==> src/rtl/fp_int2float_pkg.sv <==
// Shared definitions for the integer-to-float conversion pipeline.
//   exp_bias()    : exponent bias for a given exponent width, 2^(ew-1)-1
//   float_width() : width of a packed {sign, exponent, mantissa} float
//   rnd_mode_e    : encoding of the rnd_mode input
package fp_int2float_pkg;

  typedef enum logic {
    RND_NEAREST_EVEN = 1'b0,
    RND_TRUNCATE     = 1'b1
  } rnd_mode_e;

  function automatic int exp_bias(input int ewidth);
    return (1 << (ewidth - 1)) - 1;
  endfunction

  function automatic int float_width(input int ewidth, input int mwidth);
    return 1 + ewidth + mwidth;
  endfunction

endpackage

==> src/rtl/find_first_one.sv <==
// Leading-one detector.
//   vec  : input vector
//   idx  : index of the highest set bit of vec (0 when vec is zero)
//   zero : 1 when no bit of vec is set
module find_first_one #(
  parameter int IWIDTH = 32
) (
  input  logic [IWIDTH-1:0]         vec,
  output logic [$clog2(IWIDTH)-1:0] idx,
  output logic                      zero
);

  localparam int IDXW = $clog2(IWIDTH);

  // Scanning upwards lets the last hit win, which is the highest set bit.
  always_comb begin
    idx  = '0;
    zero = 1'b1;
    for (int i = 0; i < IWIDTH; i++) begin
      if (vec[i]) begin
        idx  = IDXW'(i);
        zero = 1'b0;
      end
    end
  end

endmodule

==> src/rtl/fp_int2float_pipe.sv <==
// Three-stage integer to floating-point converter with power-of-two scaling.
// Result = src0 * 2^src1, packed as {sign, exp, man}.
//   clk, rst              : clock, synchronous active-high reset
//   in_valid / in_ready   : input handshake (src0, src1, is_signed, rnd_mode)
//   out_valid / out_ready : output handshake (out, inexact, overflow, underflow)
// Stages: S1 sign/magnitude + leading one, S2 normalise + round,
// S3 exponent, pack and flags. A single global stall freezes every stage
// whenever the output holds a result that downstream has not taken.
module fp_int2float_pipe
  import fp_int2float_pkg::*;
#(
  parameter int IWIDTH = 32,
  parameter int EWIDTH = 8,
  parameter int MWIDTH = 23,
  parameter int SCALEW = 8
) (
  input  logic                     clk,
  input  logic                     rst,
  input  logic                     in_valid,
  output logic                     in_ready,
  input  logic [IWIDTH-1:0]        src0,
  input  logic [SCALEW-1:0]        src1,
  input  logic                     is_signed,
  input  logic                     rnd_mode,
  output logic                     out_valid,
  input  logic                     out_ready,
  output logic [EWIDTH+MWIDTH:0]   out,
  output logic                     inexact,
  output logic                     overflow,
  output logic                     underflow
);

  localparam int FW   = float_width(EWIDTH, MWIDTH);
  localparam int IDXW = $clog2(IWIDTH);
  localparam int EXW  = EWIDTH + SCALEW + 2;
  localparam int XW   = IWIDTH + MWIDTH + 2;
  localparam int BIAS = exp_bias(EWIDTH);
  localparam logic [EXW-1:0] MAX_EXP = EXW'((1 << EWIDTH) - 1);

  // Stage registers
  logic              s1_valid, s1_sign, s1_zero;
  logic [IWIDTH:0]   s1_mag;
  logic [IDXW-1:0]   s1_most;
  logic [SCALEW-1:0] s1_scale;
  rnd_mode_e         s1_rnd;

  logic              s2_valid, s2_sign, s2_zero, s2_carry, s2_inexact;
  logic [MWIDTH-1:0] s2_mant;
  logic [IDXW-1:0]   s2_most;
  logic [SCALEW-1:0] s2_scale;

  // S1 combinational signals
  logic              sign_c, zero_c;
  logic [IWIDTH:0]   wide_c, mag_c;
  logic [IDXW-1:0]   most_c;

  // S2 combinational signals
  logic [IDXW:0]     shamt_c;
  logic [IWIDTH-1:0] frac_c;
  logic [XW-1:0]     ext_c;
  logic [MWIDTH-1:0] mant_c;
  logic              guard_c, rbit_c, sticky_c, round_up_c;
  logic [MWIDTH:0]   sum_c;

  // S3 combinational signals
  logic [EXW-1:0]    exp_c;
  logic [FW-1:0]     res_c;
  logic              inexact_c, overflow_c, underflow_c;

  assign in_ready = !out_valid || out_ready;

  // Magnitude is formed one bit wider than the operand so that the most
  // negative two's-complement value negates without wrapping.
  always_comb begin
    sign_c = is_signed & src0[IWIDTH-1];
    wide_c = {sign_c, src0};
    mag_c  = sign_c ? -wide_c : wide_c;
  end

  // The magnitude never exceeds 2^IWIDTH-1, so the low IWIDTH bits suffice
  // for leading-one detection.
  find_first_one #(
    .IWIDTH(IWIDTH)
  ) u_find_first_one (
    .vec  (mag_c[IWIDTH-1:0]),
    .idx  (most_c),
    .zero (zero_c)
  );

  // Shifting by IWIDTH-most pushes the leading one out of the IWIDTH-bit
  // window, leaving only the fraction bits left-aligned. Two zero bits plus
  // the mantissa width are appended so guard/round/sticky always exist.
  always_comb begin
    shamt_c    = (IDXW+1)'(IWIDTH) - {1'b0, s1_most};
    frac_c     = IWIDTH'(s1_mag << shamt_c);
    ext_c      = {frac_c, {(MWIDTH+2){1'b0}}};
    mant_c     = ext_c[XW-1 -: MWIDTH];
    guard_c    = ext_c[XW-1-MWIDTH];
    rbit_c     = ext_c[XW-2-MWIDTH];
    sticky_c   = |ext_c[XW-3-MWIDTH:0];
    round_up_c = (s1_rnd == RND_NEAREST_EVEN) && guard_c &&
                 (rbit_c || sticky_c || mant_c[0]);
    sum_c      = {1'b0, mant_c} + {{MWIDTH{1'b0}}, round_up_c};
  end

  // Exponent sum is done wide enough that neither a large positive scale
  // nor a large negative one can wrap before the range checks.
  always_comb begin
    exp_c = EXW'(BIAS)
          + {{(EXW-IDXW){1'b0}}, s2_most}
          + {{(EXW-SCALEW){s2_scale[SCALEW-1]}}, s2_scale}
          + {{(EXW-1){1'b0}}, s2_carry};
    res_c       = '0;
    inexact_c   = 1'b0;
    overflow_c  = 1'b0;
    underflow_c = 1'b0;
    if (s2_zero) begin
      res_c = '0;
    end else if (!exp_c[EXW-1] && (exp_c >= MAX_EXP)) begin
      res_c      = {s2_sign, {EWIDTH{1'b1}}, {MWIDTH{1'b0}}};
      overflow_c = 1'b1;
      inexact_c  = 1'b1;
    end else if (exp_c[EXW-1] || (exp_c == '0)) begin
      res_c       = {s2_sign, {(EWIDTH+MWIDTH){1'b0}}};
      underflow_c = 1'b1;
      inexact_c   = 1'b1;
    end else begin
      res_c     = {s2_sign, exp_c[EWIDTH-1:0], s2_mant};
      inexact_c = s2_inexact;
    end
  end

  // All stages move together only when the output slot can accept, which
  // keeps out and the flags frozen while downstream stalls.
  always_ff @(posedge clk) begin
    if (rst) begin
      s1_valid   <= 1'b0;
      s2_valid   <= 1'b0;
      out_valid  <= 1'b0;
      out        <= '0;
      inexact    <= 1'b0;
      overflow   <= 1'b0;
      underflow  <= 1'b0;
    end else if (in_ready) begin
      s1_valid   <= in_valid;
      s1_sign    <= sign_c;
      s1_mag     <= mag_c;
      s1_most    <= most_c;
      s1_zero    <= zero_c;
      s1_scale   <= src1;
      s1_rnd     <= rnd_mode_e'(rnd_mode);

      s2_valid   <= s1_valid;
      s2_sign    <= s1_sign;
      s2_zero    <= s1_zero;
      s2_most    <= s1_most;
      s2_scale   <= s1_scale;
      s2_carry   <= sum_c[MWIDTH];
      s2_mant    <= sum_c[MWIDTH] ? '0 : sum_c[MWIDTH-1:0];
      s2_inexact <= guard_c | rbit_c | sticky_c;

      out_valid  <= s2_valid;
      out        <= res_c;
      inexact    <= inexact_c;
      overflow   <= overflow_c;
      underflow  <= underflow_c;
    end
  end

endmodule

==> config.mk <==
export PLATFORM = sky130hd
export DESIGN_NAME = fp_int2float_pipe
export DESIGN_NICKNAME = d
export VERILOG_FILES = /design/src/rtl/fp_int2float_pkg.sv /design/src/rtl/find_first_one.sv /design/src/rtl/fp_int2float_pipe.sv
export SDC_FILE = /design/constraint.sdc
export NUM_CORES = 1
export LEC_CHECK = 0
export BUFFER_PORTS_ARGS = -buffer_cell sky130_fd_sc_hd__buf_2
export CORE_MARGIN = 2
export CORE_UTILIZATION = 46
export CTS_CLUSTER_SIZE = 16
export DETAILED_ROUTE_END_ITERATION = 16
export PLACE_DENSITY_LB_ADDON = 0.15
export SLEW_MARGIN = 20
export SYNTH_ARGS = -nofsm -noshare
export SYNTH_HDL_FRONTEND = slang
export SYNTH_SLANG_ARGS = --single-unit
==> constraint.sdc <==
create_clock -name clk -period 5 [get_ports clk]
set_input_delay 0 -clock clk [delete_from_list [all_inputs] [get_ports clk]]
set_output_delay 0 -clock clk [all_outputs]
set_load 0.01 [all_outputs]
Word-level counts from Yosys, hierarchy flattened:

Cells that the tools add are included.

* register bits: 127
* word-level logic and storage cells: 98
* output and inout bits: 37

* order comparisons: 1
* bitwise logic cells: 5
* mux-type cells: 43
* shifts and indexed selects: 1
* add/subtract/negate cells: 6
* reductions and logical operators: 17

Operators with widths (count)
* 32-bit two-way mux: 2
* 4-bit two-way mux: 16
* 31-bit two-way mux: 2
* 33-bit negator: 1
* 33-bit by 6-bit left shift with 32-bit output: 1
* 31-bit OR reduction: 1
* 23-bit by 1-bit adder with 24-bit output: 1
* 3-bit two-way mux: 8
* 18-bit by 8-bit greater-or-equal comparator with 1-bit output (second input constant): 1
* 18-bit zero test: 1
* 16-bit OR reduction: 1
* 10-bit by 2-bit adder with 11-bit output: 1
* 1-bit two-way mux: 11
* 9-bit by 8-bit adder with 10-bit output: 1
* 7-bit by 5-bit adder with 8-bit output (first input constant): 1
* 2-bit two-way mux: 4
* 8-bit OR reduction: 1
* 7-bit OR reduction: 1
* 6-bit by 5-bit subtractor with 6-bit output (first input constant): 1
* 1-bit logical OR: 4
* 4-bit OR reduction: 1
* 1-bit logical AND: 3
* 1-bit zero test: 2
* 1-bit NOT: 2
* other kinds (4): 5

Depth between registers and ports, before layout:

* depth in word-level cells: 33
* depth in mapped cells: 16
* depth with buffers taken out: 12

Cells and area by module:

Synthesis repeated with hierarchy kept, for this count alone.

* cell total of the unflattened synthesis: 731
* area, all modules: 7802.5 um^2

By module, submodules not included
* fp_int2float_pipe: area each 7468.4 um^2, sequential area each 3403.3 um^2, times used 1, cells an instance 666
* find_first_one: area each 334.1 um^2, sequential area each 0.0 um^2, times used 1, cells an instance 65

Worst setup path before layout:

OpenSTA, ideal clock, no wires.

* path type: reg-to-reg
* start: register s1_most[0]
* end: register s2_mant[4], data pin
* stages on the path, launching flop included: 15
* path slack: 1.256 ns
* period minus slack after synthesis: 3.744 ns
* arrival time: 3.476 ns
* path through: edfxtp_1 -> buf_6 -> buf_6 -> inv_1 -> ha_1 -> buf_4 -> nor3b_2 -> mux2_4 -> or3_1 -> a21oi_2 -> o21ai_1 -> or4_4 -> nor4_4 -> buf_6 -> nor3_2

* longest elaborated chain between the ends: 7
* elaborated cells on any way between the ends: 8
* those cells by class: 2 x add/sub; 1 x shift; 5 x reduce/logical

RTL lines
* from (decl): line fp_int2float_pipe.sv:43 `logic [IDXW-1:0] s1_most;`
* from (signal assigned): line fp_int2float_pipe.sv:148 `s1_most <= most_c;`
* 6-bit by 5-bit subtractor with 6-bit output *: line fp_int2float_pipe.sv:94 `shamt_c = (IDXW+1)'(IWIDTH) - {1'b0, s1_most};`
* 33-bit by 6-bit left shift with 32-bit output *: line fp_int2float_pipe.sv:95 `frac_c = IWIDTH'(s1_mag << shamt_c);`
* 7-bit OR reduction: line fp_int2float_pipe.sv:100 `sticky_c = |ext_c[XW-3-MWIDTH:0];`
* 1-bit logical OR (2 in series): line fp_int2float_pipe.sv:102 `(rbit_c || sticky_c || mant_c[0]);`
* 1-bit logical AND: line fp_int2float_pipe.sv:101 `round_up_c = (s1_rnd == RND_NEAREST_EVEN) && guard_c &&`
* 23-bit by 1-bit adder with 24-bit output *: line fp_int2float_pipe.sv:103 `sum_c = {1'b0, mant_c} + {{MWIDTH{1'b0}}, round_up_c};`
* via sum_c[23]: line fp_int2float_pipe.sv:63 `logic [MWIDTH:0] sum_c;`
* to (signal assigned): line fp_int2float_pipe.sv:159 `s2_mant <= sum_c[MWIDTH] ? '0 : sum_c[MWIDTH-1:0];`
* to (decl): line fp_int2float_pipe.sv:48 `logic [MWIDTH-1:0] s2_mant;`

The timed path passes the listed nets; every way through them passes the cells marked *.
A chain may end at the register's enable or synchronous reset.

Final worst setup path:

* start: register s1_most[1]
* end: register s2_mant[16], data pin

* longest elaborated chain between the ends: 7
* elaborated cells on any way between the ends: 8
* those cells by class: 2 x add/sub; 1 x shift; 5 x reduce/logical

RTL lines (line)
* 6-bit by 5-bit subtractor with 6-bit output *: fp_int2float_pipe.sv:94
* 33-bit by 6-bit left shift with 32-bit output *: fp_int2float_pipe.sv:95
* 7-bit OR reduction: fp_int2float_pipe.sv:100
* 1-bit logical OR (2 in series): fp_int2float_pipe.sv:102
* 1-bit logical AND: fp_int2float_pipe.sv:101
* 23-bit by 1-bit adder with 24-bit output *: fp_int2float_pipe.sv:103

Mark *: on every way between the ends. The rest lies on a longest branch, timed or not.

==> flow_summary.json <==
{
  "cts_resized": 0,
  "p_comb_frac": 0.253,
  "place_area_sq_um": 9394,
  "grt-ovfl-total": 0,
  "syn_area_per_cell_sq_um": 10.26,
  "ioPinCount": 83,
  "hold_class": "input pin to register",
  "cts_tree": "built",
  "crit_fanout": 28,
  "vias": 7036,
  "worst-setup-path-type": "register to register",
  "grt_first_pass_wirelength_mm": 34.69,
  "clk_path_buf_depth": 2,
  "grt_antenna_before_repair": 0,
  "ant_nets": 0,
  "cp.arrival_ns": 4.67,
  "die_area_sq_um": 20370,
  "clock-sinks": 126,
  "start_util": 0.4717,
  "power.switching_mw": 1.015,
  "wl_mm": 21.03,
  "power_frac_clock": 0.371,
  "setup_violations": 0,
  "fillers": 1704,
  "layout_common_cells": "88 x edfxtp_1, 82 x buf_2, 70 x nand2_1",
  "critPathLaunchType": "register",
  "synth-simple-area-share": 0.1800,
  "synth_cell_types": 94,
  "core_sq_um": 18770,
  "yosysSeqAreaShare": 0.3844,
  "grt_pass1_vias": 6727,
  "fin_crit_ns": 4.492,
  "hold_viol_final": 0,
  "clk_pin_slew_ns": 0.06,
  "p_leak_nw": 3.985,
  "synthCells": 863,
  "die_h_microns": 142.7,
  "crit_path_end_kind": "register",
  "grt_max_degree": 89,
  "required_ns": 5.17,
  "cts_root_buf": "clkbuf_16",
  "final_nets": 1023,
  "setup_tns_ns": 0,
  "grt_usage": 0.2156,
  "synth-edff-count": 88,
  "synth_xor_area_frac": 0.05964,
  "synth_area_sq_um": 8853,
  "drv_cap": 0,
  "p_int_mw": 2.389,
  "slew_viol_final": 0,
  "final_common_cell": "edfxtp_1",
  "powerDensity_nw_per_um2": 329.8,
  "drtIter0Drc": 397,
  "yosys_warnings": 0,
  "rsz0062_at_grt": "false",
  "finish.instance_area_sq_um": 10320,
  "synthAdderAreaFrac": 0.02148,
  "area_growth_pct": 16.56,
  "ys.flop_type": "edfxtp_1",
  "fin_worst_skew_ns": 0.01353,
  "rows": 50,
  "cts_buffers": 17,
  "drc": 0,
  "hpwl_mm": 15.87,
  "min_period_over_period": 0.8983,
  "post-place-ws_ns": 0.5331,
  "wire_per_inst_microns": 17.38,
  "seqPwrFrac": 0.376,
  "synthMuxAreaShare": 0.1326,
  "clock.fmax_mhz": 222.6,
  "firstDrtPassIters": 4,
  "synth_compound_area_frac": 0.1670,
  "whs_ns": 0.01172,
  "gp_congestion": 0.8952,
  "syn-num-nets": 923,
  "h-tree-depth": 4,
  "clock_latency_ns": 0.43,
  "synth_top_family_by_area": "simple AND/OR/NAND/NOR gates",
  "viasPerCell": 5.815,
  "status": "finished, final reports clean",
  "n_antenna_cell": 0,
  "slew_headroom": 0.2949,
  "die_width_microns": 142.7,
  "fin_ws_ns": 0.5085,
  "max_slew.worst_pin.slew_ns": 1.044,
  "io_buffers": 82,
  "vdd_drop_max_uv": 150.9,
  "async_flop_share": 0,
  "switching_share": 0.2982,
  "synth-seq-cells": 126,
  "layout-drive-gt1-share": 0.2162
}
[final timing paths]
path	startpoint	end	slack, ns	depth (start not counted)
worst max-delay path	s1_most[1]$_SDFFCE_PP1P_	s2_mant[16]$_SDFFCE_PP0P_	0.51	11
worst max register to register	s1_most[1]$_SDFFCE_PP1P_	s2_mant[16]$_SDFFCE_PP0P_	0.51	11
worst min register to register	s1_scale[6]$_DFFE_PP_	s2_scale[6]$_DFFE_PP_	0.42	0
worst min-delay path	src0[6]	s1_mag[6]$_DFFE_PP_	0.01	3
[cells in the mapped netlist (all sizes together), types with 10 or more instances]
cell	number	area share
o41ai	28	0.028
nand3	27	0.015
buf	21	0.020
inv	55	0.023
a21oi	42	0.024
ha	12	0.017
mux2i	31	0.036
clkbuf	26	0.011
or3	10	0.0071
nor3	27	0.018
mux2	12	0.016
o21ai	25	0.014
nor4	17	0.017
nand2	71	0.031
edfxtp	88	0.30
nor2	65	0.030
dfxtp	38	0.086
xnor2	32	0.034
mux4	31	0.081
xor2	24	0.026
[kinds of logic after synthesis]
kind of cell	count (synthesis)
and+or+nand+nor	292
xor gates and xnor gates	56
AOI/OAI and AO/OA	199
DFF	126
adders and majority gates	14
muxes	74
buffers and inverters	102
[state kept, by name (all words and copies together), names as in the netlist]
| signal | cells |
|---|---|
| inexact | 1 |
| out | 32 |
| out_valid | 1 |
| overflow | 1 |
| s1_mag | 32 |
| s1_most | 5 |
| s1_rnd | 1 |
| s1_scale | 8 |
| s1_sign | 1 |
| s1_valid | 1 |
| s1_zero | 1 |
| s2_carry | 1 |
| s2_inexact | 1 |
| s2_mant | 23 |
| s2_most | 5 |
| s2_scale | 8 |
| s2_sign | 1 |
| s2_valid | 1 |
| s2_zero | 1 |
| underflow | 1 |
[stage by stage]
stage / std cells / utilization / total power [mW]
finish: 1210 / 0.5499 / 3.403
floorplan: 863 / - / 1.919
global route: 1210 / 0.5499 / 3.559
detailed placement: 1147 / 0.5005 / 2.134
CTS: 1209 / 0.5484 / 3.415
global placement: 1147 / 0.5005 / 2.129
[layer usage]
layer,part of all wire,GRT usage
met1,0.46,0.2893
met2,0.47,0.3550
met3,0.036,0.02716
met4,0.026,0.08807
met5,0,0
[repair_timing]
action,in CTS,in global routing
setup buffers,0,0
hold endpoints to repair,31,0
hold buffers,30,0
[critical path, stage by stage, from the launching register on]
cell      delay (ns)
edfxtp_1        0.56
inv_1           0.13
ha_1            0.46
xor2_4          0.76
mux2i_1         0.31
mux2i_1         0.36
and2_1          0.27
a22oi_1         0.13
or4_4           0.48
nor4_4          0.48
buf_4           0.25
nor2_2          0.05
[cell type report]
cell class | count | area (sq um) | share of cell area
Clock buffer | 19 | 432.9 | 0.04195
Clock inverter | 13 | 165.2 | 0.01600
Sequential cell | 126 | 3403 | 0.3298
Tap cell | 234 | 292.8 | 0.02837
Timing Repair Buffer | 128 | 850.8 | 0.08244
Inverter | 55 | 207.7 | 0.02013
Multi-Input combinational cell | 635 | 4967 | 0.4813
[power groups by stage]
stage / registers (mW) / logic [mW] / clock network [mW]
CTS: 1.28 / 0.852 / 1.28
global route: 1.29 / 0.945 / 1.32
detailed placement: 1.30 / 0.830 / 0
finish: 1.28 / 0.860 / 1.26
floorplan: 1.29 / 0.624 / 0
global placement: 1.30 / 0.827 / 0
Note: power is estimated with default switching activity, not from simulation.
